==> config.mk <==
export PLATFORM = sky130hd
export DESIGN_NAME = usb_tx_sequencer
export DESIGN_NICKNAME = d
export VERILOG_FILES = /design/src/rtl/usb_tx_pkg.sv /design/src/rtl/usb_tx_byte_serializer.sv /design/src/rtl/usb_tx_sequencer.sv
export SDC_FILE = /design/constraint.sdc
export NUM_CORES = 1
export LEC_CHECK = 0
export CORE_AREA = 2 2 54 107
export CTS_BUF_LIST = sky130_fd_sc_hd__clkbuf_8
export CTS_CLUSTER_SIZE = 10
export DETAILED_ROUTE_END_ITERATION = 10
export DIE_AREA = 0 0 56 109
export PLACE_DENSITY = 0.71
export SLEW_MARGIN = 15
export SYNTH_ARGS = -nofsm -noshare
export SYNTH_HDL_FRONTEND = slang
export SYNTH_SLANG_ARGS = --single-unit
==> constraint.sdc <==
create_clock -name clock -period 4.7 [get_ports clock]
set_input_delay 0.47 -clock clock [delete_from_list [all_inputs] [get_ports clock]]
set_output_delay 0.47 -clock clock [all_outputs]
set_load 0.02 [all_outputs]
==> src/rtl/usb_tx_pkg.sv <==
// Shared types and constants for the USB transmit sequencer.
// Holds the FSM state encoding, PID nibble values and the PID byte builder.
package usb_tx_pkg;

  typedef enum logic [1:0] {
    IDLE = 2'd0,
    PID  = 2'd1,
    DATA = 2'd2,
    DONE = 2'd3
  } state_t;

  localparam logic [3:0] PID_OUT   = 4'b0001;
  localparam logic [3:0] PID_IN    = 4'b1001;
  localparam logic [3:0] PID_DATA0 = 4'b0011;
  localparam logic [3:0] PID_DATA1 = 4'b1011;
  localparam logic [3:0] PID_ACK   = 4'b0010;
  localparam logic [3:0] PID_NAK   = 4'b1010;

  localparam int PID_BITS = 8;

  // A PID travels on the wire as its nibble followed by the nibble's complement.
  function automatic logic [7:0] pid_byte(input logic [3:0] p);
    return {~p, p};
  endfunction

endpackage

==> src/rtl/usb_tx_byte_serializer.sv <==
// Byte-to-bit shifter: emits shift[0] LSB-first and advances only when the
// downstream stuffer accepts the current bit.
module usb_tx_byte_serializer
  import usb_tx_pkg::*;
(
  input  logic       clock,
  input  logic       reset_n,
  input  logic       active,
  input  logic       bs_ready,
  input  logic       load,
  input  logic [7:0] load_data,
  output logic       out_bit,
  output logic       byte_last_accepted
);

  localparam int IDX_W = $clog2(PID_BITS);

  logic [7:0]       shift;
  logic [IDX_W-1:0] bit_idx;
  logic             accept;

  assign accept             = active && bs_ready;
  assign byte_last_accepted = accept && (bit_idx == IDX_W'(PID_BITS - 1));
  assign out_bit            = shift[0];

  // A load always wins: it coincides with acceptance of the previous byte's last bit.
  always_ff @(posedge clock or negedge reset_n) begin
    if (!reset_n) begin
      shift   <= '0;
      bit_idx <= '0;
    end else if (load) begin
      shift   <= load_data;
      bit_idx <= '0;
    end else if (accept) begin
      shift   <= {1'b0, shift[7:1]};
      bit_idx <= bit_idx + 1'b1;
    end
  end

endmodule

==> src/rtl/usb_tx_sequencer.sv <==
// Packet sequencer: PID then payload bytes, LSB-first, toward the CRC/stuffer.
// Optional statistics counters are built when USB_TX_SEQ_STATS_EN is defined.
module usb_tx_sequencer
  import usb_tx_pkg::*;
#(
  parameter  int MAX_BYTES = 64,
  localparam int CNT_W     = $clog2(MAX_BYTES + 1)
) (
  input  logic             clock,
  input  logic             reset_n,
  input  logic             pkt_start,
  input  logic [3:0]       pid,
  input  logic [CNT_W-1:0] nbytes,
  input  logic [7:0]       byte_data,
  input  logic             byte_valid,
  output logic             byte_ready,
  input  logic             bs_ready,
  output logic             out_bit,
  output logic             out_valid,
  output logic             busy,
  output logic             pkt_done,
  output logic             underrun,
`ifdef USB_TX_SEQ_STATS_EN
  output logic [15:0]      pkt_count,
  output logic [15:0]      stall_count,
`endif
  output logic             start_err
);

  // Handshakes: a byte moves when byte_valid && byte_ready on a rising edge;
  // a bit moves when out_valid && bs_ready; otherwise both sides hold.

  state_t           state;
  logic [CNT_W-1:0] nbytes_q;
  logic [CNT_W-1:0] bytes_fetched;
  logic [CNT_W-1:0] bytes_sent;
  logic [7:0]       hold;
  logic             hold_full;

  logic             too_big;
  logic             fetch;
  logic             last_acc;
  logic             end_of_pkt;
  logic             ser_load;
  logic [7:0]       ser_data;

  assign too_big    = nbytes > CNT_W'(MAX_BYTES);
  assign byte_ready = ((state == PID) || (state == DATA)) && !hold_full &&
                      (bytes_fetched < nbytes_q);
  assign fetch      = byte_valid && byte_ready;
  // bytes_sent is 0 during PID, so this also covers zero-length packets.
  assign end_of_pkt = (bytes_sent == nbytes_q);
  assign busy       = (state != IDLE);

  always_comb begin
    ser_load = 1'b0;
    ser_data = hold;
    if (state == IDLE && pkt_start && !too_big) begin
      ser_load = 1'b1;
      ser_data = pid_byte(pid);
    end else if (last_acc && !end_of_pkt && hold_full) begin
      ser_load = 1'b1;
    end
  end

  usb_tx_byte_serializer u_ser (
    .clock              (clock),
    .reset_n            (reset_n),
    .active             (out_valid),
    .bs_ready           (bs_ready),
    .load               (ser_load),
    .load_data          (ser_data),
    .out_bit            (out_bit),
    .byte_last_accepted (last_acc)
  );

  always_ff @(posedge clock or negedge reset_n) begin
    if (!reset_n) begin
      state         <= IDLE;
      out_valid     <= 1'b0;
      pkt_done      <= 1'b0;
      underrun      <= 1'b0;
      start_err     <= 1'b0;
      nbytes_q      <= '0;
      bytes_fetched <= '0;
      bytes_sent    <= '0;
      hold          <= '0;
      hold_full     <= 1'b0;
    end else begin
      pkt_done  <= 1'b0;
      underrun  <= 1'b0;
      start_err <= 1'b0;

      if (fetch) begin
        hold          <= byte_data;
        hold_full     <= 1'b1;
        bytes_fetched <= bytes_fetched + 1'b1;
      end

      case (state)
        IDLE: begin
          out_valid <= 1'b0;
          hold_full <= 1'b0;
          if (pkt_start) begin
            if (too_big) begin
              start_err <= 1'b1;
            end else begin
              nbytes_q      <= nbytes;
              bytes_fetched <= '0;
              bytes_sent    <= '0;
              out_valid     <= 1'b1;
              state         <= PID;
            end
          end
        end

        PID, DATA: begin
          if (last_acc) begin
            if (end_of_pkt) begin
              out_valid <= 1'b0;
              pkt_done  <= 1'b1;
              state     <= DONE;
            end else if (hold_full) begin
              // byte_ready is low while hold_full, so no fetch collides with this.
              hold_full  <= 1'b0;
              bytes_sent <= bytes_sent + 1'b1;
              state      <= DATA;
            end else begin
              out_valid <= 1'b0;
              underrun  <= 1'b1;
              state     <= IDLE;
            end
          end
        end

        DONE: begin
          out_valid <= 1'b0;
          state     <= IDLE;
        end

        default: state <= IDLE;
      endcase
    end
  end

`ifdef USB_TX_SEQ_STATS_EN
  always_ff @(posedge clock or negedge reset_n) begin
    if (!reset_n) begin
      pkt_count   <= '0;
      stall_count <= '0;
    end else begin
      if (pkt_done && pkt_count != 16'hFFFF)
        pkt_count <= pkt_count + 16'd1;
      if (out_valid && !bs_ready && stall_count != 16'hFFFF)
        stall_count <= stall_count + 16'd1;
    end
  end
`endif

endmodule
==> reports/results.txt <==
status: finished, final reports clean
Area Overhead vs Synth: 16.6%
CTS clk-pin slew, worst paths: 90 ps
site row count: 38
post-synthesis register bit count: 47
die height: 109 um
synthesized cell area: 2600 um^2
worst hold path type: primary input to async pin
post-synth top area share: 45.3%
Placeable Area: 5330 um^2
final setup vio count: 0
root buf cell: clkbuf_8
CP Data Arrival Time: 2670 ps
via density per instance: 5.86
max-cap violation count: 0
Synth Area per Inst: 10.3 um^2
CP Max Fanout: 21
relative slew slack: 30.8%
max-slew violation count: 0
Leakage: 1.39 nW
number of buffers added on ports: 30
cts bufs inserted: 5
Async S/R FF share, synth: 100%
post-CTS sizing: 0
TritonCTS Sinks: 47
DRC viols: 0
Pre-Repair DR Iteration Count: 4
DP Wirelength: 4.05 mm
largest net degree at the start of global routing: 48
initial antenna violation count: 0
first-pass GRT wire length: 9.67 mm
CP Capture Type: output pin
largest cells by area after synthesis: dfrtp_1 45%, mux2_2 6.1%, ha_1 5.8%, nand2_1 4.6%, mux2i_1 3.5%
Cells after Synth: 251
number of library cell types mapped by synthesis: 54
GR Util All Layers: 19.8%
Crit Path Category: flop to output pin
Final TNS setup: 0 ps
htree depth: 2
startpoint types: flop
Net Count, Synth: 287
cell taking the most area after synthesis: dfrtp_1
Worst Skew: 13.4 ps
Worst-Skew Late Latency: 300 ps
postcts setup bufs: 0
Worst VDD drop: 0.333 mV
layout cells sized above 1: 14.6%
Yosys Warn Count: 0
Starting Density: 48.8%
starting DRC count in detailed routing: 56
DR vias: 1,998
Max Root-Sink Buffers: 2
final core occ: 56.9%
post-synthesis sequential area ratio: 45.3%
Worst Path Required: 4230 ps
full die area: 6100 um^2
CTS Hold Buffers Added: 0
Placer Congestion: 0.728
vias in the first global route: 1,996
Tmin final: 3140 ps
pwr dens: 310 nW/um^2
RSZ-0062 raised after global routing: false
Final Hold Fails: 0
CTS tree: yes
Final period util: 66.8%
Avg WL per Cell: 16.1 um
total gr overflow: 0
final WL: 5.49 mm
post-route ant nets: 0
Fmax: 0.319 GHz
Post-synth EDFFs: 0
io pins: 31
Top FF cell, synth: dfrtp_1
Slew @ Worst Pin: 1040 ps
Inserted Diodes: 0
width of the die: 56 um
Final Net Count: 316
cell families (layout without fill, tap and decap cells):
family          after synthesis  in the layout  synth area share, %
xor+xnor                     11             11                 3.71
compound gates               51             51                 14.3
simple gates                 86             86                 17.3
buf+inv                      21             51                 4.14
flops                        47             47                 45.3
fa+ha+maj                    12             12                 5.78
mux                          23             23                 9.54
cell type report:
type / instances / area (um^2)
flip-flops and latches: 47 / 1180
inverters: 12 / 45.0
well taps: 60 / 75.1
clock buffers: 5 / 68.8
multi-input cells: 183 / 1310
fillers: 465 / 2300
clock inverters: 3 / 47.5
repair buffers: 31 / 303
layer usage:
| metal | wire length, um | GRT usage [%] | up-vias |
|---|---|---|---|
| li1 | - | - | 966 |
| met1 | 2310 | 25.0 | 993 |
| met2 | 2990 | 35.6 | 34 |
| met3 | 127 | 2.61 | 5 |
| met4 | 55 | 4.59 | 0 |
| met5 | 0 | 0 | - |
sequential cells by signal, summed over array words and instances, names as in the netlist, 2 cells and up:
signal,flops
nbytes_q,7
state,2
u_ser.shift,8
hold,8
u_ser.bit_idx,3
bytes_fetched,7
bytes_sent,7
cells in the final DEF, fill, tap and decap left out, drive strengths merged, types with 3 or more instances in the layout:
cell type,count
xnor2,10
nand2,33
a21oi,12
mux2i,9
o211ai,7
o21ai,13
clkdlybuf4s50,29
ha,12
inv,13
nand3,16
nor2,11
nand4,3
a211oi,3
mux2,14
dfrtp,47
o311a,3
clkbuf,5
final timing paths:
path	from	endpoint	slack, ps	cells after the start
max	state[0]	byte_ready	1560	6
min	reset_n	bytes_sent[5]	350	1
max reg2reg	state[0]	bytes_fetched[5]	1710	7
min reg2reg	hold[1]	hold[1]	520	1
max in group asynchronous	reset_n	hold[1]	3710	1
min in group clock	hold[1]	hold[1]	520	1
power by group:
part	leakage, nW	switching, mW	internal, mW
registers	0.561	0.0401	0.448
logic	0.774	0.0693	0.0758
clock network	0.0587	0.143	0.161
through the flow:
stage | area, um^2 | total power [mW] | worst slack (ps) | hold WS, ps | std cells
6_report | 3030 | 0.938 | 1560 | 348 | 341
3_5_place_dp | 2910 | 0.638 | 1680 | 501 | 333
3_3_place_gp | 2910 | 0.627 | 1790 | 491 | 333
2_1_floorplan | 2600 | 0.576 | 2560 | 174 | 251
5_1_grt | 3030 | 0.986 | 1410 | 424 | 341
4_1_cts | 3030 | 0.943 | 1550 | 376 | 341
synthesized netlist by cell type (all sizes together), types with 2 or more instances:
cell	n
nand4	3
buf	6
or4b	2
inv	12
nand3	16
nor2	11
nor4	2
o21ai	13
mux2	14
o311a	3
dfrtp	47
xnor2	10
ha	12
nand2	33
mux2i	9
a31o	2
a21oi	12
o211ai	7
clkbuf	3
nor3	2
and3	2
or4	2
a211oi	3
nor4b	2
worst max-delay path, cell delays in order, from the launching register on:
cell and delay [ps]:
dfrtp_1 380, inv_1 70, ha_1 680, nor3b_1 340, o211ai_1 150, a21oi_1 140, clkdlybuf4s50_1 620
No activity file was read; power rests on OpenSTA's default activity.
